## src/rtl/mult_pkg.sv

```systemverilog
// mult_pkg: shared definitions for the sequential shift-add multiplier.
//   DEF_WIDTH  default operand/result width
//   CNT_W      iteration counter width for DEF_WIDTH
//   cnt_width  counter width helper for any WIDTH
//   state_t    controller states (IDLE, RUN)
package mult_pkg;

  localparam int DEF_WIDTH = 8;

  function automatic int cnt_width(input int w);
    return $clog2(w + 1);
  endfunction

  localparam int CNT_W = $clog2(DEF_WIDTH + 1);

  typedef enum logic {
    IDLE = 1'b0,
    RUN  = 1'b1
  } state_t;

endpackage

```

## src/rtl/mult_ctrl.sv

```systemverilog
// mult_ctrl: handshake FSM and iteration counter for mult_unit.
// Ports:
//   clk, rst  clock and asynchronous active-high reset
//   start     request, accepted only in IDLE
//   busy      registered, high for the WIDTH iteration edges
//   done      registered one-cycle pulse after the final iteration
//   load      combinational: this edge captures the operands
//   step      combinational: this edge performs one iteration
//   last      combinational: this edge performs the final iteration
module mult_ctrl
  import mult_pkg::*;
#(
  parameter int WIDTH = DEF_WIDTH
) (
  input  logic clk,
  input  logic rst,
  input  logic start,
  output logic busy,
  output logic done,
  output logic load,
  output logic step,
  output logic last
);

  localparam int CW = cnt_width(WIDTH);
  localparam logic [CW-1:0] LAST_CNT = CW'(WIDTH - 1);

  state_t        state;
  logic [CW-1:0] count;

  // State, iteration counter and registered busy/done.
  always_ff @(posedge clk or posedge rst) begin
    if (rst) begin
      state <= IDLE;
      count <= '0;
      busy  <= 1'b0;
      done  <= 1'b0;
    end else begin
      done <= 1'b0;
      case (state)
        IDLE: begin
          if (start) begin
            state <= RUN;
            count <= '0;
            busy  <= 1'b1;
          end else begin
            state <= IDLE;
          end
        end
        RUN: begin
          if (count == LAST_CNT) begin
            state <= IDLE;
            count <= '0;
            busy  <= 1'b0;
            done  <= 1'b1;
          end else begin
            count <= count + CW'(1);
          end
        end
        default: begin
          state <= IDLE;
          count <= '0;
          busy  <= 1'b0;
        end
      endcase
    end
  end

  assign load = (state == IDLE) && start;
  assign step = (state == RUN);
  assign last = (state == RUN) && (count == LAST_CNT);

endmodule

```

## src/rtl/mult_unit.sv

```systemverilog
// mult_unit: sequential shift-add multiplier, WIDTH cycles per operation.
// Returns the low WIDTH bits of OP1*OP2 (valid for signed and unsigned).
// Ports:
//   CLK, RESET  clock and asynchronous active-high reset
//   START       request, sampled while BUSY=0
//   OP1, OP2    multiplicand and multiplier (two's complement)
//   RESULT      registered low WIDTH bits of the product
//   BUSY        high while an operation is in progress
//   DONE        one-cycle pulse when RESULT is updated
//   OVERFLOW    signed product does not fit in WIDTH bits
//               (only present when MULT_OVF_EN is defined)
// Build option: MULT_OVF_EN adds the OVERFLOW output and keeps the full
// 2*WIDTH accumulator; without it the accumulator is WIDTH bits wide.
module mult_unit
  import mult_pkg::*;
#(
  parameter int WIDTH = DEF_WIDTH
) (
  input  logic             CLK,
  input  logic             RESET,
  input  logic             START,
  input  logic [WIDTH-1:0] OP1,
  input  logic [WIDTH-1:0] OP2,
  output logic [WIDTH-1:0] RESULT,
  output logic             BUSY,
`ifdef MULT_OVF_EN
  output logic             OVERFLOW,
`endif
  output logic             DONE
);

`ifdef MULT_OVF_EN
  localparam int ACC_W = 2 * WIDTH;
`else
  localparam int ACC_W = WIDTH;
`endif

  logic             load;
  logic             step;
  logic             last;

  logic [ACC_W-1:0] mcand;     // sign-extended multiplicand, shifted left each step
  logic [WIDTH-1:0] mplier;    // multiplier, shifted right so bit 0 is the current bit
  logic [ACC_W-1:0] acc;
  logic [ACC_W-1:0] term;
  logic [ACC_W-1:0] acc_next;

  mult_ctrl #(.WIDTH(WIDTH)) u_ctrl (
    .clk   (CLK),
    .rst   (RESET),
    .start (START),
    .busy  (BUSY),
    .done  (DONE),
    .load  (load),
    .step  (step),
    .last  (last)
  );

  // Partial product for the current bit; the MSB has negative weight.
  always_comb begin
    term     = '0;
    acc_next = acc;
    if (mplier[0]) begin
      term = mcand;
    end else begin
      term = '0;
    end
    if (last) begin
      acc_next = acc - term;
    end else begin
      acc_next = acc + term;
    end
  end

`ifdef MULT_OVF_EN
  logic [WIDTH:0] upper;
  logic           ovf;

  // Product fits iff the sign bit and everything above it agree.
  always_comb begin
    upper = acc_next[2*WIDTH-1:WIDTH-1];
    ovf   = !((&upper) || (~|upper));
  end
`endif

  // Operand capture, accumulation and result register.
  always_ff @(posedge CLK or posedge RESET) begin
    if (RESET) begin
      mcand    <= '0;
      mplier   <= '0;
      acc      <= '0;
      RESULT   <= '0;
`ifdef MULT_OVF_EN
      OVERFLOW <= 1'b0;
`endif
    end else if (load) begin
      mcand  <= ACC_W'($signed(OP1));
      mplier <= OP2;
      acc    <= '0;
    end else if (step) begin
      acc    <= acc_next;
      mcand  <= mcand << 1;
      mplier <= mplier >> 1;
      if (last) begin
        RESULT   <= acc_next[WIDTH-1:0];
`ifdef MULT_OVF_EN
        OVERFLOW <= ovf;
`endif
      end
    end
  end

endmodule

```

## config.mk

```make
export PLATFORM = sky130hd
export DESIGN_NAME = mult_unit
export DESIGN_NICKNAME = d
export VERILOG_FILES = /design/src/rtl/mult_pkg.sv /design/src/rtl/mult_ctrl.sv /design/src/rtl/mult_unit.sv
export SDC_FILE = /design/constraint.sdc
export NUM_CORES = 1
export LEC_CHECK = 0
export ABC_AREA = 1
export ABC_CLOCK_PERIOD_IN_PS = 3280
export CORE_MARGIN = 4
export CORE_UTILIZATION = 42
export DETAILED_ROUTE_END_ITERATION = 10
export GPL_ROUTABILITY_DRIVEN = 0
export PLACE_DENSITY_LB_ADDON = 0.08
export SLEW_MARGIN = 0
export SYNTH_ARGS = -nofsm -noshare
export SYNTH_HDL_FRONTEND = slang
export SYNTH_SLANG_ARGS = --single-unit
```

## constraint.sdc

```tcl
create_clock -name CLK -period 3.28 [get_ports CLK]
set_input_delay 0.328 -clock CLK [delete_from_list [all_inputs] [get_ports CLK]]
set_output_delay 0.328 -clock CLK [all_outputs]
set_load 0.1 [all_outputs]
```

Word level (Yosys, flattened, before mapping)
Cells that the tools add are included.
{"block": "op_classes", "bitwise_logic": 2, "addsub": 3, "muxes": 19, "n_reduce_logical": 5, "eq_ne": 3}
{"cell": "8-bit two-way mux", "count": 8}
{"cell": "8-bit adder", "count": 1}
{"cell": "4-bit two-way mux", "count": 2}
{"cell": "4-bit one-hot mux with 2 select lines", "count": 1}
{"cell": "8-bit subtractor", "count": 1}
{"cell": "1-bit two-way mux", "count": 6}
{"cell": "4-bit by 1-bit adder with 4-bit output (second input constant)", "count": 1}
{"cell": "4-bit by 3-bit equality test with 1-bit output (second input constant)", "count": 1}
{"cell": "2-bit != test (second input constant)", "count": 2}
{"cell": "1-bit one-hot mux with 2 select lines", "count": 2}
{"cell": "3-bit AND reduction", "count": 1}
{"cell": "1-bit logical AND", "count": 2}
{"cell": "1-bit inverter", "count": 2}
{"cell": "2-bit AND reduction", "count": 1}
{"cell": "2-bit nonzero test", "count": 1}
{"block": "word_totals", "out_inout_bits": 10, "reg_bits": 39}

Longest topological paths before layout
{"block": "depth", "ltp_word": 5, "mapped_depth": 18, "depth_no_buf": 17}

Hierarchy
A second synthesis with hierarchy kept.
{"block": "hier_totals", "cells_unflattened": 258, "area_unflattened_um2": 2188.3}
{"module": "mult_unit", "area_each_um2": 1878.1, "instances": 1, "cells_each": 224}
{"module": "mult_ctrl", "area_each_um2": 310.3, "instances": 1, "cells_each": 34}

Worst setup path before layout
OpenSTA, ideal clock, no wires.
{"block": "synth_timing", "path_kind": "reg-to-reg", "startpoint": "reg u_ctrl.count[0]", "endpoint": "reg acc[7]", "required_ns": 3.163, "path_stages_with_launch": 17, "setup_time_ns": 0.117, "path_buffers": 1, "t_arrival_ns": 2.195, "setup_slack_ns": 0.967, "cell_sequence": "dfrtp_1 ha_1 nand2_1 nor2_2 nand2_1 buf_6 nand2_1 xor2_1 ha_1 a21oi_1 nand2_1 a21oi_1 inv_1 nand2_1 nand2_1 nand2_1 nand2_1"}
{"block": "synth_between", "elab_chain_len": 5}
{"item": "start, declared", "line_no": "mult_ctrl.sv:29", "text": "logic [CW-1:0] count;"}
{"item": "start signal, assigned", "line_no": "mult_ctrl.sv:57", "text": "count <= count + CW'(1);"}
{"item": "4-bit by 3-bit equality test with 1-bit output", "line_no": "mult_ctrl.sv:71", "text": "assign last = (state == RUN) && (count == LAST_CNT);"}
{"item": "1-bit logical AND", "line_no": "mult_ctrl.sv:71"}
{"item": "8-bit two-way mux", "line_no": "mult_unit.sv:68", "text": "if (last) begin"}
{"item": "8-bit two-way mux", "line_no": "mult_unit.sv:100", "text": "end else if (step) begin"}
{"item": "8-bit two-way mux", "line_no": "mult_unit.sv:96", "text": "end else if (load) begin"}
{"item": "end signal, assigned", "line_no": "mult_unit.sv:101", "text": "acc <= acc_next;"}
{"item": "end, declared", "line_no": "mult_unit.sv:44", "text": "logic [ACC_W-1:0] acc;"}
Every way passes these cells. The select of a mux whose other input is x is not followed.
A chain may end at the register's enable or synchronous reset.

Final worst setup path
{"block": "layout_timing", "startpoint": "reg u_ctrl.count[0]", "endpoint": "reg RESULT[6]"}
{"block": "layout_between", "elab_chain_len": 3, "word_cells_on_any_way": 4, "classes_between": "eq/ne: 1; mux: 1; reduce/logical: 2"}
{"item": "4-bit by 3-bit equality test with 1-bit output (*)", "line_no": "mult_ctrl.sv:71"}
{"item": "1-bit logical AND (*)", "line_no": "mult_ctrl.sv:71"}
{"item": "3-bit AND reduction (no line) / 8-bit two-way mux (equally long branches)"}
{"item": "end signal, assigned", "line_no": "mult_unit.sv:105", "text": "RESULT <= acc_next[WIDTH-1:0];"}
{"item": "end, declared", "line_no": "mult_unit.sv:24", "text": "output logic [WIDTH-1:0] RESULT,"}
Mark *: on every way between the ends. The rest lies on a longest branch, timed or not.

==> run_results.csv <==
group,metric,value,unit
synth,syn_avg_cell_area,8.13,µm²
place,postPlaceCellArea,2420,µm²
clocking,clk_latency,0.29,ns
final_layout,finalInstanceArea,2510,µm²
final_layout,regArea,976,µm²
floorplan,core,4750,µm²
route,wl,4280,µm
synth,syn-cell-area,2080,µm²
clocking,cts_tree,"built",
final_layout,final_util,52.8,%
final_layout,post_route_cells_drive_above_1_share,5.24,%
global_route,grt_use_total,15.9,%
timing,clock_skew,0.00454,ns
route,remaining_drc_errors,0,
critical_path,critPathLaunchType,"flip-flop",
final_layout,layout_common_cells,"nand2_1, dfrtp_1, inv_1",
clocking,numClockSinks,39,
clocking,clock_path_buffers,2,
critical_path,rrSetupSlack,0.62,ns
clocking,cts_buffers,5,
synth,postSynthCellCount,256,
global_route,overflow,0,
timing,fin_crit,2.66,ns
floorplan,dieWidth,78.4,µm
route,vias,1733,
critical_path,critPathMaxStageDelay,0.40,ns
synth,syn-num-nets,284,
clocking,htree_levels,2,
synth,ys_warn_count,0,
final_layout,final_nets,314,
critical_path,crit_type,"reg2reg",
floorplan,io_pins,29,
place,dp_hpwl,3160,µm
synth,ys_ff_latch,39,
synth,synth_edf_count,0,
synth,ys_async_sr_fraction,100,%
critical_path,regToRegEndpoint,"RESULT[6]",
timing,period_share,81.0,%
timing,tightest_slew,1.21,ns
timing,hold_slack,0.454,ns
final_layout,diodes,0,
place,port_buffers,28,
job,maxCapViolations,0,
final_layout,fillCellCount,475,
route,drt_iter0_markers,98,
route,vias_per_cell,4.91,
timing,max_freq,377,MHz
critical_path,cp_max_fo,12,
route,wl_per_cell,12.1,µm
outcome,outcome,"finished, final reports clean",
final_layout,layout_commonest_cell,"nand2_1",
synth,seq_area_frac_synth,46.9,%
clocking,clk_root_buffer_cell,"clkbuf_8",
critical_path,cpMaxStageDelayCell,"dfrtp_1",
floorplan,initial_core_util,43.8,%
timing,setup_violations,0,
critical_path,worst_path_most_repeated_cell,"nand2_1",
clocking,hold_buffers,0,
floorplan,std_cell_rows,25,
global_route,grt_max_degree,40,
global_route,antenna_found_initial,0,
floorplan,die_area,6150,µm²
timing,finalHoldViolations,0,
timing,final_max_slew_viol_count,0,
critical_path,crit_arrival,2.84,ns
critical_path,endpoint_kind,"flip-flop",
global_route,grt_pass1_wl,7690,µm
route,dr.pass1.iters,4,
synth,synthDistinctLibCells,30,
clocking,cts.repair.resized,0,
floorplan,die_y,78.4,µm
synth,synthFlopType,"dfrtp_1",
final_layout,areaGrowthSynthToFinish,20.6,%
critical_path,crit_required,3.47,ns
critical_path,r2r-start,"u_ctrl.count[0]",
worst_hold_path,min_path_type,"in2async",
clocking,postCtsSetupRepairBufs,0,
timing,maxSlewHeadroom,18.8,%
final_layout,multi_input_area,936,µm²
critical_path,path_cells,"ha_1, nand2_1, nor2_2, nand2_1, buf_4, o21ai_0, xnor2_1, ha_1, nand2_1, inv_1, nand4_1, nand3_1, or2_2, nand3_1, nand2_1",
global_route,grt_pass1_vias,1726,
timing,grt_setup_unrepaired,"false",
clocking,clk_pin_slew,0.07,ns
route,ant_nets,0,
critical_path,rr_worst_depth,15,
timing,finalSetupTns,0,ns
==> cells by family (layout without fill, tap and decap cells) <==
family          Yosys count  in the layout  share of synthesized area (%)
fa+ha+maj                 9              9                           5.77
compound gates           38             38                           12.0
buf+inv                  41             71                           8.17
flops                    39             39                           46.9
simple gates            120            120                           23.4
xor+xnor                  9              9                           3.79
==> final cells by class <==
cell class,instances,area share (%)
clock buffers,6,3.29
clock inverters,1,0.199
flip-flops and latches,39,38.9
repair buffers,31,12.1
well taps,67,3.34
inverters,33,4.94
multi-input cells,176,37.3
==> cells in the mapped netlist, drive strengths merged (3+ instances only) <==
cell type	count	area [µm²]
nand2	94	353
inv	33	124
buf	6	38.8
o21ai	12	60.1
nor2	7	28.8
xor2	6	52.6
a21oi	6	30.0
nand3	15	80.1
ha	8	100
xnor2	3	26.3
o211ai	3	22.5
o221ai	8	70.1
dfrtp	39	976
==> per-stage QoR <==
step                      setup slack [ns]  std cells
after floorplan                      0.967        256
after global routing                 0.298        353
after global placement               0.682        346
after CTS                            0.601        353
final                                0.624        353
after detailed placement             0.619        346
==> flip-flops by register name, indices dropped and copies added, names as in the netlist <==
signal        cells
u_ctrl.busy       1
u_ctrl.count      4
u_ctrl.step       1
u_ctrl.done       1
acc               8
RESULT            8
mplier            8
mcand             8
==> metal layers <==
layer,GRT usage [%],part of all wire [%]
met5,0,0
met3,4.24,4.7
met4,4.72,1.3
met2,27.3,47
met1,19.6,47
==> worst max-delay path, delay by kind of cell (launching register included) <==
| kind | cells | cell delay (ns) |
|---|---|---|
| xor gates and xnor gates | 1 | 0.14 |
| and+or+nand+nor | 9 | 1.04 |
| DFF | 1 | 0.40 |
| adders and majority gates | 2 | 0.55 |
| AOI/OAI and AO/OA | 1 | 0.12 |
| buffers and inverters | 2 | 0.31 |
==> worst max-delay path by stage <==
stage / start / end / slack [ns] / cells past startpoint
after floorplan: u_ctrl.count[0] / acc[7] / 0.97 / 16
after global placement: u_ctrl.count[0] / acc[6] / 0.68 / 15
final: u_ctrl.count[0] / RESULT[6] / 0.62 / 15
after global routing: u_ctrl.count[0] / RESULT[7] / 0.30 / 18
after detailed placement: u_ctrl.count[0] / acc[6] / 0.62 / 15
after CTS: u_ctrl.count[0] / acc[6] / 0.60 / 15
Power is left out: the tool's default activity adds up to more than one toggle a clock period on the data nets, which glitch-free logic cannot reach.
